**config.mk**
```make
export PLATFORM = sky130hd
export DESIGN_NAME = char_action_sequencer_flat
export DESIGN_NICKNAME = d
export VERILOG_FILES = /design/src/rtl/char_action_sequencer_pkg.sv /design/src/rtl/char_action_sequencer_if.sv /design/src/rtl/char_action_sequencer_frame_phase_counter.sv /design/src/rtl/char_action_sequencer.sv /design/src/flat_wrapper.sv
export SDC_FILE = /design/constraint.sdc
export NUM_CORES = 1
export LEC_CHECK = 0
export CAP_MARGIN = 25
export CORE_ASPECT_RATIO = 1.25
export CORE_MARGIN = 1.5
export CORE_UTILIZATION = 54
export DETAILED_ROUTE_END_ITERATION = 10
export PLACE_DENSITY = 0.87
export SETUP_SLACK_MARGIN = 0.15
export SYNTH_ARGS = -nofsm -noshare
export SYNTH_HDL_FRONTEND = slang
export SYNTH_SLANG_ARGS = --single-unit
```
**constraint.sdc**
```tcl
create_clock -name clk -period 2.75 [get_ports clk]
set_input_delay 0.55 -clock clk [delete_from_list [all_inputs] [get_ports clk]]
set_output_delay 0.55 -clock clk [all_outputs]
set_load 0.02 [all_outputs]
```
**src/rtl/char_action_sequencer_pkg.sv**
```systemverilog
// char_action_sequencer_pkg: action state codes shared with the character position handler
package char_action_sequencer_pkg;
  localparam logic [3:0] S_IDLE                = 4'b0000;
  localparam logic [3:0] S_LEFT                = 4'b0001;
  localparam logic [3:0] S_RIGHT               = 4'b0010;
  localparam logic [3:0] S_ATTACK_START        = 4'b0011;
  localparam logic [3:0] S_ATTACK_ACTIVE       = 4'b0100;
  localparam logic [3:0] S_ATTACK_RECOVERY     = 4'b0101;
  localparam logic [3:0] S_ATTACK_DIR_START    = 4'b0110;
  localparam logic [3:0] S_ATTACK_DIR_ACTIVE   = 4'b0111;
  localparam logic [3:0] S_ATTACK_DIR_RECOVERY = 4'b1000;
  localparam int CNT_W = 5;
  typedef enum logic [3:0] {
    ST_IDLE                = S_IDLE,
    ST_LEFT                = S_LEFT,
    ST_RIGHT               = S_RIGHT,
    ST_ATTACK_START        = S_ATTACK_START,
    ST_ATTACK_ACTIVE       = S_ATTACK_ACTIVE,
    ST_ATTACK_RECOVERY     = S_ATTACK_RECOVERY,
    ST_ATTACK_DIR_START    = S_ATTACK_DIR_START,
    ST_ATTACK_DIR_ACTIVE   = S_ATTACK_DIR_ACTIVE,
    ST_ATTACK_DIR_RECOVERY = S_ATTACK_DIR_RECOVERY
  } state_e;
  function automatic logic is_busy(input logic [3:0] s);
    return s >= S_ATTACK_START && s <= S_ATTACK_DIR_RECOVERY;
  endfunction
endpackage

```
**src/rtl/char_action_sequencer_if.sv**
```systemverilog
// char_action_sequencer_if: frame tick, button levels and action state outputs of one player
interface char_action_sequencer_if;
  logic       frame_tick;
  logic       btn_left;
  logic       btn_right;
  logic       btn_attack;
  logic [3:0] state;
  logic       move_tick;
  logic       hitbox_active;
  logic       busy;
  modport master (output frame_tick, btn_left, btn_right, btn_attack,
                  input state, move_tick, hitbox_active, busy);
  modport slave  (input frame_tick, btn_left, btn_right, btn_attack,
                  output state, move_tick, hitbox_active, busy);
endinterface

```
**src/rtl/char_action_sequencer_frame_phase_counter.sv**
```systemverilog
// frame_phase_counter: loadable frame down-counter, flags zero so a phase can advance on the next tick
module frame_phase_counter
  import char_action_sequencer_pkg::*;
(
  input  logic             clk,
  input  logic             rst,
  input  logic             tick_i,
  input  logic             load_i,
  input  logic [CNT_W-1:0] load_val_i,
  output logic             zero_o
);
  logic [CNT_W-1:0] cnt_q, cnt_d;
  always_comb cnt_d = load_i ? load_val_i : (tick_i && cnt_q != '0) ? cnt_q - 1'b1 : cnt_q;
  always_ff @(posedge clk)
    if (!rst) cnt_q <= '0;
    else      cnt_q <= cnt_d;
  assign zero_o = cnt_q == '0;
endmodule

```
**src/rtl/char_action_sequencer.sv**
```systemverilog
// char_action_sequencer: per-player idle/walk/attack FSM advancing on frame ticks.
// ATTACK_BUFFER_EN: attack presses during recovery chain straight into the next attack.
module char_action_sequencer
  import char_action_sequencer_pkg::*;
#(
  parameter int START_FRAMES        = 5,
  parameter int ACTIVE_FRAMES       = 2,
  parameter int RECOVERY_FRAMES     = 16,
  parameter int DIR_START_FRAMES    = 4,
  parameter int DIR_ACTIVE_FRAMES   = 3,
  parameter int DIR_RECOVERY_FRAMES = 15
) (
  input logic clk,
  input logic rst,
  char_action_sequencer_if.slave bus
);
`ifdef ATTACK_BUFFER_EN
  localparam logic BUF = 1'b1;
`else
  localparam logic BUF = 1'b0;
`endif
  state_e           state_q, state_d, atk_st, walk, rec_exit;
  logic             pending_q, pending_d, atk_q, move_q, pend, zero, load, keep, take;
  logic [CNT_W-1:0] load_val;
  always_comb begin
    pend     = pending_q | (bus.btn_attack & ~atk_q);
    atk_st   = (bus.btn_left ^ bus.btn_right) ? ST_ATTACK_DIR_START : ST_ATTACK_START;
    walk     = (bus.btn_left & ~bus.btn_right) ? ST_LEFT :
               (bus.btn_right & ~bus.btn_left) ? ST_RIGHT : ST_IDLE;
    rec_exit = (BUF && pend) ? atk_st : ST_IDLE;
    state_d  = state_q;
    if (bus.frame_tick)
      case (state_q)
        ST_IDLE, ST_LEFT, ST_RIGHT: state_d = pend ? atk_st : walk;
        ST_ATTACK_START:            state_d = zero ? ST_ATTACK_ACTIVE : state_q;
        ST_ATTACK_ACTIVE:           state_d = zero ? ST_ATTACK_RECOVERY : state_q;
        ST_ATTACK_RECOVERY:         state_d = zero ? rec_exit : state_q;
        ST_ATTACK_DIR_START:        state_d = zero ? ST_ATTACK_DIR_ACTIVE : state_q;
        ST_ATTACK_DIR_ACTIVE:       state_d = zero ? ST_ATTACK_DIR_RECOVERY : state_q;
        ST_ATTACK_DIR_RECOVERY:     state_d = zero ? rec_exit : state_q;
        default:                    state_d = ST_IDLE;
      endcase
    // presses are only remembered outside attacks, or during recovery when buffering
    keep      = !is_busy(state_q) ||
                (BUF && (state_q == ST_ATTACK_RECOVERY || state_q == ST_ATTACK_DIR_RECOVERY));
    take      = bus.frame_tick && (state_d == ST_ATTACK_START || state_d == ST_ATTACK_DIR_START);
    pending_d = keep & ~take & pend;
    load      = bus.frame_tick && state_d != state_q;
    load_val  = state_d == ST_ATTACK_START        ? CNT_W'(START_FRAMES - 1) :
                state_d == ST_ATTACK_ACTIVE       ? CNT_W'(ACTIVE_FRAMES - 1) :
                state_d == ST_ATTACK_RECOVERY     ? CNT_W'(RECOVERY_FRAMES - 1) :
                state_d == ST_ATTACK_DIR_START    ? CNT_W'(DIR_START_FRAMES - 1) :
                state_d == ST_ATTACK_DIR_ACTIVE   ? CNT_W'(DIR_ACTIVE_FRAMES - 1) :
                state_d == ST_ATTACK_DIR_RECOVERY ? CNT_W'(DIR_RECOVERY_FRAMES - 1) : '0;
  end
  always_ff @(posedge clk)
    if (!rst) begin
      state_q   <= ST_IDLE;
      pending_q <= 1'b0;
      atk_q     <= 1'b0;
      move_q    <= 1'b0;
    end else begin
      state_q   <= state_d;
      pending_q <= pending_d;
      atk_q     <= bus.btn_attack;
      move_q    <= bus.frame_tick;
    end
  frame_phase_counter u_cnt (
    .clk        (clk),
    .rst        (rst),
    .tick_i     (bus.frame_tick),
    .load_i     (load),
    .load_val_i (load_val),
    .zero_o     (zero)
  );
  assign bus.state         = state_q;
  assign bus.move_tick     = move_q;
  assign bus.hitbox_active = state_q == ST_ATTACK_ACTIVE || state_q == ST_ATTACK_DIR_ACTIVE;
  assign bus.busy          = is_busy(state_q);
endmodule

```
**src/flat_wrapper.sv**
```systemverilog
// flat-port wrapper written by rule: the top's interface ports become plain ports
module char_action_sequencer_flat import char_action_sequencer_pkg::*;
#(
  parameter int START_FRAMES        = 5,
  parameter int ACTIVE_FRAMES       = 2,
  parameter int RECOVERY_FRAMES     = 16,
  parameter int DIR_START_FRAMES    = 4,
  parameter int DIR_ACTIVE_FRAMES   = 3,
  parameter int DIR_RECOVERY_FRAMES = 15
)
  (clk, rst, bus_frame_tick, bus_btn_left, bus_btn_right, bus_btn_attack, bus_state, bus_move_tick, bus_hitbox_active, bus_busy);
  char_action_sequencer_if bus_i ();
  input logic clk;
  input logic rst;
  input wire logic [$bits(bus_i.frame_tick)-1:0] bus_frame_tick;
  input wire logic [$bits(bus_i.btn_left)-1:0] bus_btn_left;
  input wire logic [$bits(bus_i.btn_right)-1:0] bus_btn_right;
  input wire logic [$bits(bus_i.btn_attack)-1:0] bus_btn_attack;
  output wire logic [$bits(bus_i.state)-1:0] bus_state;
  output wire logic [$bits(bus_i.move_tick)-1:0] bus_move_tick;
  output wire logic [$bits(bus_i.hitbox_active)-1:0] bus_hitbox_active;
  output wire logic [$bits(bus_i.busy)-1:0] bus_busy;
  assign bus_i.frame_tick = bus_frame_tick;
  assign bus_i.btn_left = bus_btn_left;
  assign bus_i.btn_right = bus_btn_right;
  assign bus_i.btn_attack = bus_btn_attack;
  assign bus_state = bus_i.state;
  assign bus_move_tick = bus_i.move_tick;
  assign bus_hitbox_active = bus_i.hitbox_active;
  assign bus_busy = bus_i.busy;
  char_action_sequencer #(.START_FRAMES(START_FRAMES), .ACTIVE_FRAMES(ACTIVE_FRAMES), .RECOVERY_FRAMES(RECOVERY_FRAMES), .DIR_START_FRAMES(DIR_START_FRAMES), .DIR_ACTIVE_FRAMES(DIR_ACTIVE_FRAMES), .DIR_RECOVERY_FRAMES(DIR_RECOVERY_FRAMES)) u_core (.clk(clk), .rst(rst), .bus(bus_i));
endmodule
```
# Yosys cells after proc, flatten, opt, wreduce, memory -nomap -nowiden
# Index checks and enable logic that the tools add are counted.
# totals
ff_bits	12
output_inout_bits	7
input_bits	6
elab_cells	66
# classes
n_addsub	1
mux	19
magnitude_cmp	2
eq_ne	15
n_reduce_logical	13
n_bitwise	11
# ops
operator	count
4-bit two-way mux	9
5-bit two-way mux	7
4-bit by 3-bit == test with 1-bit output (second input constant)	8
4-bit case mux with 6 select lines	1
4-bit by 2-bit == test with 1-bit output (second input constant)	3
4-bit == test (second input constant)	2
1-bit AND	5
5-bit logical NOT	1
5-bit nonzero test	1
5-bit by 1-bit subtractor with 5-bit output (second input constant)	1
4-bit by 1-bit == test with 1-bit output (second input constant)	1
4-bit by 2-bit greater-or-equal comparator with 1-bit output (second input constant)	1
4-bit <= comparator (second input constant)	1
1-bit logical AND	4
4-bit logical NOT	1
4-bit != test	1
1-bit inverter	4
3-bit two-way mux	1
3-bit OR reduction	1
1-bit logical OR	2
2-bit two-way mux	1
2-bit nonzero test	1
2-bit OR reduction	1
1-bit logical NOT	1
2 further kinds	2

# Longest topological paths before layout
# Gate-level depths: netlist (run 1).
# logic_depth
word_depth	15
ltp_mapped	9
depth_no_buf	9

# Cells and area by module
# From an unflattened synthesis (run 1), not the netlist that was laid out.
# unflattened
hier_cells	132
area_unflattened_um2	1028.5
# by_module_without_submodules
mod	cells_per_inst	seq_area_each_um2	n_inst	area_per_inst_um2
char_action_sequencer	94	140.1	1	715.7
frame_phase_counter	38	100.1	1	312.8

# Worst setup path after synthesis (run 1)
# OpenSTA, ideal clock, no wires.
# synth_path
path_kind	input-to-reg
start	input bus_btn_right
end	register u_core.u_cnt.cnt_q[1]
cell_stages	8
slack_ps	521
setup_ps	59
required_ps	2691
path_buffers	0
arrival_time_ps	2170
cell_sequence	inv_1 -> ha_1 -> o21ai_0 -> a211oi_4 -> a211oi_4 -> a211o_1 -> a2111oi_2 -> a31o_1
# synth_between
elab_chain_cells	14
word_cells_on_any_way	26
cone_classes	7 x eq/ne; 13 x mux; 4 x bitwise; 2 x reduce/logical
# synth_rtl
element	line_no	source
from (decl)	flat_wrapper.sv:17	input wire logic [$bits(bus_i.btn_right)-1:0] bus_btn_right;
1-bit AND / 1-bit inverter (equally long branches)	char_action_sequencer.sv:29, char_action_sequencer.sv:28	
2-bit two-way mux / 1-bit AND (equally long branches)	char_action_sequencer.sv:29, char_action_sequencer.sv:28	
4-bit two-way mux	char_action_sequencer.sv:28	walk = (bus.btn_left & ~bus.btn_right) ? ST_LEFT :
4-bit two-way mux (*)	char_action_sequencer.sv:34	ST_IDLE, ST_LEFT, ST_RIGHT: state_d = pend ? atk_st : walk;
4-bit case mux with 6 select lines (*)	char_action_sequencer.sv:33	case (state_q)
4-bit two-way mux (*)	char_action_sequencer.sv:32	if (bus.frame_tick)
4-bit == test	char_action_sequencer.sv:54	state_d == ST_ATTACK_DIR_RECOVERY ? CNT_W'(DIR_RECOVERY_FRAMES - 1) : '0;
4-bit two-way mux	char_action_sequencer.sv:54	
5-bit two-way mux	char_action_sequencer.sv:53	state_d == ST_ATTACK_DIR_ACTIVE ? CNT_W'(DIR_ACTIVE_FRAMES - 1) :
5-bit two-way mux	char_action_sequencer.sv:52	state_d == ST_ATTACK_DIR_START ? CNT_W'(DIR_START_FRAMES - 1) :
5-bit two-way mux	char_action_sequencer.sv:51	state_d == ST_ATTACK_RECOVERY ? CNT_W'(RECOVERY_FRAMES - 1) :
5-bit two-way mux	char_action_sequencer.sv:50	state_d == ST_ATTACK_ACTIVE ? CNT_W'(ACTIVE_FRAMES - 1) :
5-bit two-way mux	char_action_sequencer.sv:49	load_val = state_d == ST_ATTACK_START ? CNT_W'(START_FRAMES - 1) :
5-bit two-way mux	char_action_sequencer_frame_phase_counter.sv:13	always_comb cnt_d = load_i ? load_val_i : (tick_i && cnt_q != '0) ? cnt_q - 1'b1 : cnt_q;
to (signal assigned)	char_action_sequencer_frame_phase_counter.sv:16	else cnt_q <= cnt_d;
to (decl)	char_action_sequencer_frame_phase_counter.sv:12	logic [CNT_W-1:0] cnt_q, cnt_d;
# Mark *: on every way between the ends. The rest lies on a longest branch, timed or not.
# A chain may end at the register's enable or synchronous reset.

# Worst setup path in the final report (run 1)
# Ends and elaborated chain as after synthesis.

==> results of run 1 <==
==> final cells by class <==
type                    instances  area share [%]
multi-input cells              93            57.6
flip-flops and latches         12            19.6
repair buffers                 21            15.2
clock buffers                   4            2.94
inverters                       9            2.74
well taps                      19            1.93
==> synth_stat cells, types with 3 or more instances <==
| cell | number |
|---|---|
| nand3_1 | 3 |
| o211ai_1 | 4 |
| nor4_1 | 3 |
| and2_1 | 3 |
| a21oi_1 | 3 |
| nand2b_1 | 4 |
| inv_1 | 7 |
| nor2_1 | 10 |
| ha_1 | 4 |
| o21ai_0 | 6 |
| a211o_1 | 3 |
| dfxtp_1 | 12 |
| nand2_1 | 7 |
| nand2_2 | 3 |
| a211oi_1 | 4 |
==> flip-flops by register name, summed over array words and instances (netlist names) <==
signal,count
u_core.u_cnt.cnt_q,5
u_core.bus.state,4
u_core.pending_q,1
u_core.atk_q,1
u_core.bus.move_tick,1
==> metrics by stage <==
step                      hold WS [ns]  instances  power, mW  cell area [um2]
after floorplan                  0.545        119      0.684             1040
after global placement           0.588        152      0.806             1180
after detailed placement         0.598        152      0.824             1180
after CTS                        0.612        156      0.969             1220
after global routing             0.651        158       1.09             1230
final                            0.616        158       1.02             1230
==> cell families (layout without fill, tap and decap cells) <==
kind of cell / after synthesis / in the layout / share of synthesized area [%]
flip-flops: 12 / 12 / 23.1
multiplexers: 1 / 1 / 0.962
buffers and inverters: 14 / 34 / 8.78
XOR/XNOR: 4 / 4 / 3.37
adder cells (fa/ha/maj): 4 / 4 / 4.81
AO/OA/AOI/OAI: 38 / 38 / 32.1
AND/OR/NAND/NOR: 46 / 46 / 26.9
==> cells in the final DEF, fill, tap and decap left out, types with 4 or more instances in the layout <==
master,netlist,final
a211oi_1,4,4
buf_4,1,9
nand2_1,7,7
o211ai_1,4,4
o21ai_0,6,6
dfxtp_1,12,11
nor2_1,10,10
ha_1,4,4
inv_1,7,7
nand2b_1,4,4
clkdlybuf4s50_1,0,12
==> where the power goes <==
part | internal (mW) | leakage [nW] | total [mW] | switching (mW)
registers | 0.214 | 0.0990 | 0.275 | 0.0601
logic | 0.301 | 0.364 | 0.609 | 0.308
clock network | 0.0805 | 0.0210 | 0.135 | 0.0541
total | 0.596 | 0.484 | 1.02 | 0.422
==> worst max-delay path by stage <==
| stage | startpoint | end | depth (start not counted) |
|---|---|---|---|
| 3_3_place_gp | bus_btn_right | u_core.u_cnt.cnt_q[1] | 9 |
| 6_report | bus_btn_right | u_core.u_cnt.cnt_q[1] | 9 |
| 2_1_floorplan | bus_btn_right | u_core.u_cnt.cnt_q[1] | 8 |
| 5_1_grt | u_core.u_cnt.cnt_q[0] | u_core.u_cnt.cnt_q[2] | 11 |
| 3_5_place_dp | bus_btn_right | u_core.u_cnt.cnt_q[1] | 9 |
| 4_1_cts | u_core.bus.state[2] | bus_hitbox_active | 3 |
==> timing repair <==
item / in CTS / in global routing
endpoints found under the setup margin: 0 / 2
buffers inserted: 0 / 2
resized for setup: 0 / 1
==> per-layer routing <==
layer | GRT usage (%) | up-vias | part of all wire, %
met5 | 0 | - | 0
met4 | 15.1 | 0 | 2.1
met3 | 2.78 | 6 | 4.0
met2 | 39.7 | 26 | 49
met1 | 25.9 | 445 | 45
li1 | - | 478 | -
==> critical path: cells and delay by family <==
kind | cells | cell delay (ns)
compound gates | 6 | 1.36
buf+inv | 2 | 0.53
fa+ha+maj | 1 | 0.28
==> impl_metrics.yaml, run 1 <==
status:
  status: "complete, no violations"
global_routing:
  grt_pass1_vias: 934
  grt_start_max_net_pins: 14
  grt_overflow: 0
  antenna_found_initial: 0
  gr-usage-all-layers_pct: 22.8
  grt_pass1_wl_mm: 3.83
yosys:
  netlist.area_leader.share_pct: 23.1
  synth.avg_cell_area_um2: 8.75
  synthArstFlopShare_pct: 0
  synth.largest_area_cell: "dfxtp_1"
  synth_nets: 129
  synth-edff-count: 0
  ys_warn_count: 0
  syn_inst: 119
  synth_flop_cell: "dfxtp_1"
  synth_cell_types: 48
  ys_ff_latch: 12
  synth-seq-area-share_pct: 23.1
  netlist_top_cells_area: "dfxtp_1 (23%), ha_1 (4.8%), a211oi_4 (3.8%)"
  netlist_area_um2: 1040
drt:
  vias: 955
  drcViolationCount: 0
  wl_per_cell_um: 14.2
  via_per_inst: 6.04
  ant_nets: 0
  drtIter0Drc: 14
  dr.pass1.iters: 4
  wl_mm: 2.24
sta:
  finalSetupViolCount: 0
  worst_slew_pin_slew_ns: 0.475
  fmax_mhz: 400
  finalSetupTns_ns: 0
  rsz0062_at_grt: "yes"
  report.final.slew_viol_count: 0
  fin_ws_ns: 0.247
  min_period_over_period_pct: 91.0
  hold_viol_final: 0
  slew_headroom_pct: 68.3
  min_period_ns: 2.50
  clock_skew_ns: 0.000703
clock_tree:
  clockBufferDepth: 2
  cts_htree_levels: 1
  cts_sinks: 12
  cts_buffers: 3
  path_clk_slew_ns: 0.07
  root_buffer: "clkbuf_4"
  clk_latency_ns: 0.27
  hold_buffers: 0
  tritoncts: "done"
floorplanning:
  std_cell_rows: 17
  ios: 13
  die_h_um: 52.1
  core_um2: 1790
  start_util_pct: 58.3
  die_area_um2: 2200
  die_w_um: 42.3
setup_path:
  cp_data_required_time_ns: 2.97
  rrSetupSlack_ns: 0.27
  cpMostUsedCell: "a211oi_4"
  cp_max_fo: 4
  reg2reg_from: "u_core.u_cnt.cnt_q[0]"
  cp_slowest_cell: "clkdlybuf4s50_1"
  crit_arrival_ns: 2.72
  cpPeakStageDelay_ns: 0.48
  end_kind: "flop"
  worst_r2r_endpoint: "u_core.u_cnt.cnt_q[2]"
  cp-start-kind: "input pin"
  reg2reg_depth: 11
  critical_path_class: "in -> reg"
  crit_chain: "clkdlybuf4s50_1 -> inv_1 -> ha_1 -> o21ai_0 -> a211oi_4 -> a211oi_4 -> a211o_1 -> a2111oi_2 -> a31o_1"
worst_hold_path:
  hold_end: "u_core.pending_q"
  min_path_type: "reg -> reg"
  min_from: "u_core.pending_q"
  hold_depth: 2
final_layout:
  antenna_cells: 0
  seq_area_um2: 241
  fin_nets: 150
  fillers: 156
  layout-drive-gt1-share_pct: 22.3
  multiInputGateArea_um2: 709
  syn_to_final_growth_pct: 18.4
  finalCoreUtilization_pct: 69.0
power:
  leakage_nw: 0.484
  vdd_drop_max_uv: 663
  power_density_nw_per_um2: 826
placement:
  port_buffers: 12
  globalplace.congestion: 0.861
  dp_hpwl_mm: 1.75
  place_ws_ns: -0.0442
run:
  maxCapViolations: 0
Note: power is estimated with default switching activity, not from simulation.
==> inputs of run 2 (changes only) <==
- CORE_UTILIZATION: 54 -> 40
- PLACE_DENSITY: 0.87 -> 0.7
==> impl_metrics.yaml, run 2 (same netlist as run 1, synthesis figures left out) <==
status:
  status: "complete, no violations"
clock_tree:
  clockBufferDepth: 2
  cts_sinks: 12
  path_clk_slew_ns: 0.07
  root_buffer: "clkbuf_4"
  tritoncts: "done"
  cts_htree_levels: 1
  hold_buffers: 0
  cts_buffers: 3
  clk_latency_ns: 0.26
power:
  vdd_drop_max_uv: 643
  power_density_nw_per_um2: 770
  leakage_nw: 0.477
final_layout:
  fin_area_um2: 1240
  instances_no_fill: 171
  layout.cells.most_common: "clkdlybuf4s50_1"
  top_register: "u_core.u_cnt.cnt_q"
  antenna_cells: 0
  syn_to_final_growth_pct: 18.8
  layout_common_cells: "clkdlybuf4s50_1 (12), dfxtp_1 (11), nor2_1 (10)"
  layout-drive-gt1-share_pct: 21.7
  largest_reg_flops: 5
  fin_nets: 150
setup_path:
  cp_max_fo: 3
  reg2reg_from: "u_core.u_cnt.cnt_q[0]"
  crit_arrival_ns: 2.74
  critical_path_class: "in -> reg"
  end_kind: "flop"
  cp-startpoint: "bus_btn_right"
  cp-start-kind: "input pin"
  cp_data_required_time_ns: 2.96
global_routing:
  gr-usage-all-layers_pct: 16.6
  grt_start_max_net_pins: 14
  antenna_found_initial: 0
  grt_overflow: 0
  grt_pass1_wl_mm: 3.82
  grt_pass1_vias: 958
sta:
  fin_ws_ns: 0.219
  min_period_over_period_pct: 92.0
  clock_skew_ns: 0.00404
  hold_viol_final: 0
  finalSetupTns_ns: 0
  fmax_mhz: 395
  report.final.slew_viol_count: 0
  finalSetupViolCount: 0
  worst_slew_pin_slew_ns: 0.452
  min_period_ns: 2.53
  rsz0062_at_grt: "no"
  slew_headroom_pct: 69.9
  hold_ws_ns: 0.653
drt:
  via_per_inst: 5.58
  wl_mm: 2.25
  drtIter0Drc: 38
  vias: 954
  ant_nets: 0
  drcViolationCount: 0
  dr.pass1.iters: 4
  wl_per_cell_um: 13.2
placement:
  globalplace.congestion: 0.913
  place_ws_ns: -0.0658
  dp_hpwl_mm: 1.81
  dpl.cell_count: 167
  placed_area_um2: 1200
  port_buffers: 12
floorplanning:
  ios: 13
  die_area_um2: 2920
  core_um2: 2450
  die_w_um: 48.6
  die_h_um: 60.0
  start_util_pct: 42.4
  std_cell_rows: 20
run:
  maxCapViolations: 0
worst_hold_path:
  min_path_type: "reg -> reg"
  min_from: "u_core.pending_q"
run 2: cell types whose count changed in the layout (fill, tap and decap cells not counted), sizes merged:
cell    previous run  this run
clkbuf             4         3
run 2: critical path, cell delays in order:
cell             delay [ns]
clkdlybuf4s50_1        0.47
inv_1                  0.05
ha_1                   0.30
a211o_1                0.26
a21oi_2                0.23
a221oi_2               0.08
a211o_1                0.29
a2111oi_2              0.36
a31o_1                 0.14
run 2: final timing paths:
path	endpoint	cells past startpoint	slack, ns
setup / recovery	u_core.u_cnt.cnt_q[1]	9	0.22
hold / removal	u_core.pending_q	2	0.65
setup reg to reg	u_core.u_cnt.cnt_q[1]	11	0.34
hold reg to reg	u_core.pending_q	2	0.65
run 2: repair_timing:
item,in CTS,in global routing
endpoints found under the setup margin,0,2
buffers inserted,0,1
resized for setup,0,1
run 2: final cells by class:
class | count | area, um2
fill | 267 | 1220
multi-input combinational | 93 | 709
sequential | 12 | 241
timing repair buffer | 21 | 188
tap | 33 | 41.3
inverter | 9 | 33.8
clock buffer | 3 | 22.5
run 2: report_power, final:
| group | internal, mW | total [mW] | switching (mW) |
|---|---|---|---|
| clock | 0.0504 | 0.0997 | 0.0493 |
| combinational | 0.281 | 0.579 | 0.298 |
| sequential | 0.214 | 0.274 | 0.0591 |
| total | 0.546 | 0.952 | 0.406 |
run 2: per-layer routing:
metal,wire length (um),global-route usage [%],vias up,part of all wire (%)
li1,-,-,475,-
met1,974,18.2,449,43
met2,1150,31.5,24,51
met3,85,1.50,6,3.8
met4,40,9.39,0,1.8
met5,0,0,-,0
run 2: through the flow:
step / power, mW / utilization [%]
6_report: 0.952 / 50.4
4_1_cts: 0.933 / 50.1
2_1_floorplan: 0.684 / -
3_3_place_gp: 0.812 / 49.1
3_5_place_dp: 0.826 / 49.1
5_1_grt: 1.03 / 50.4
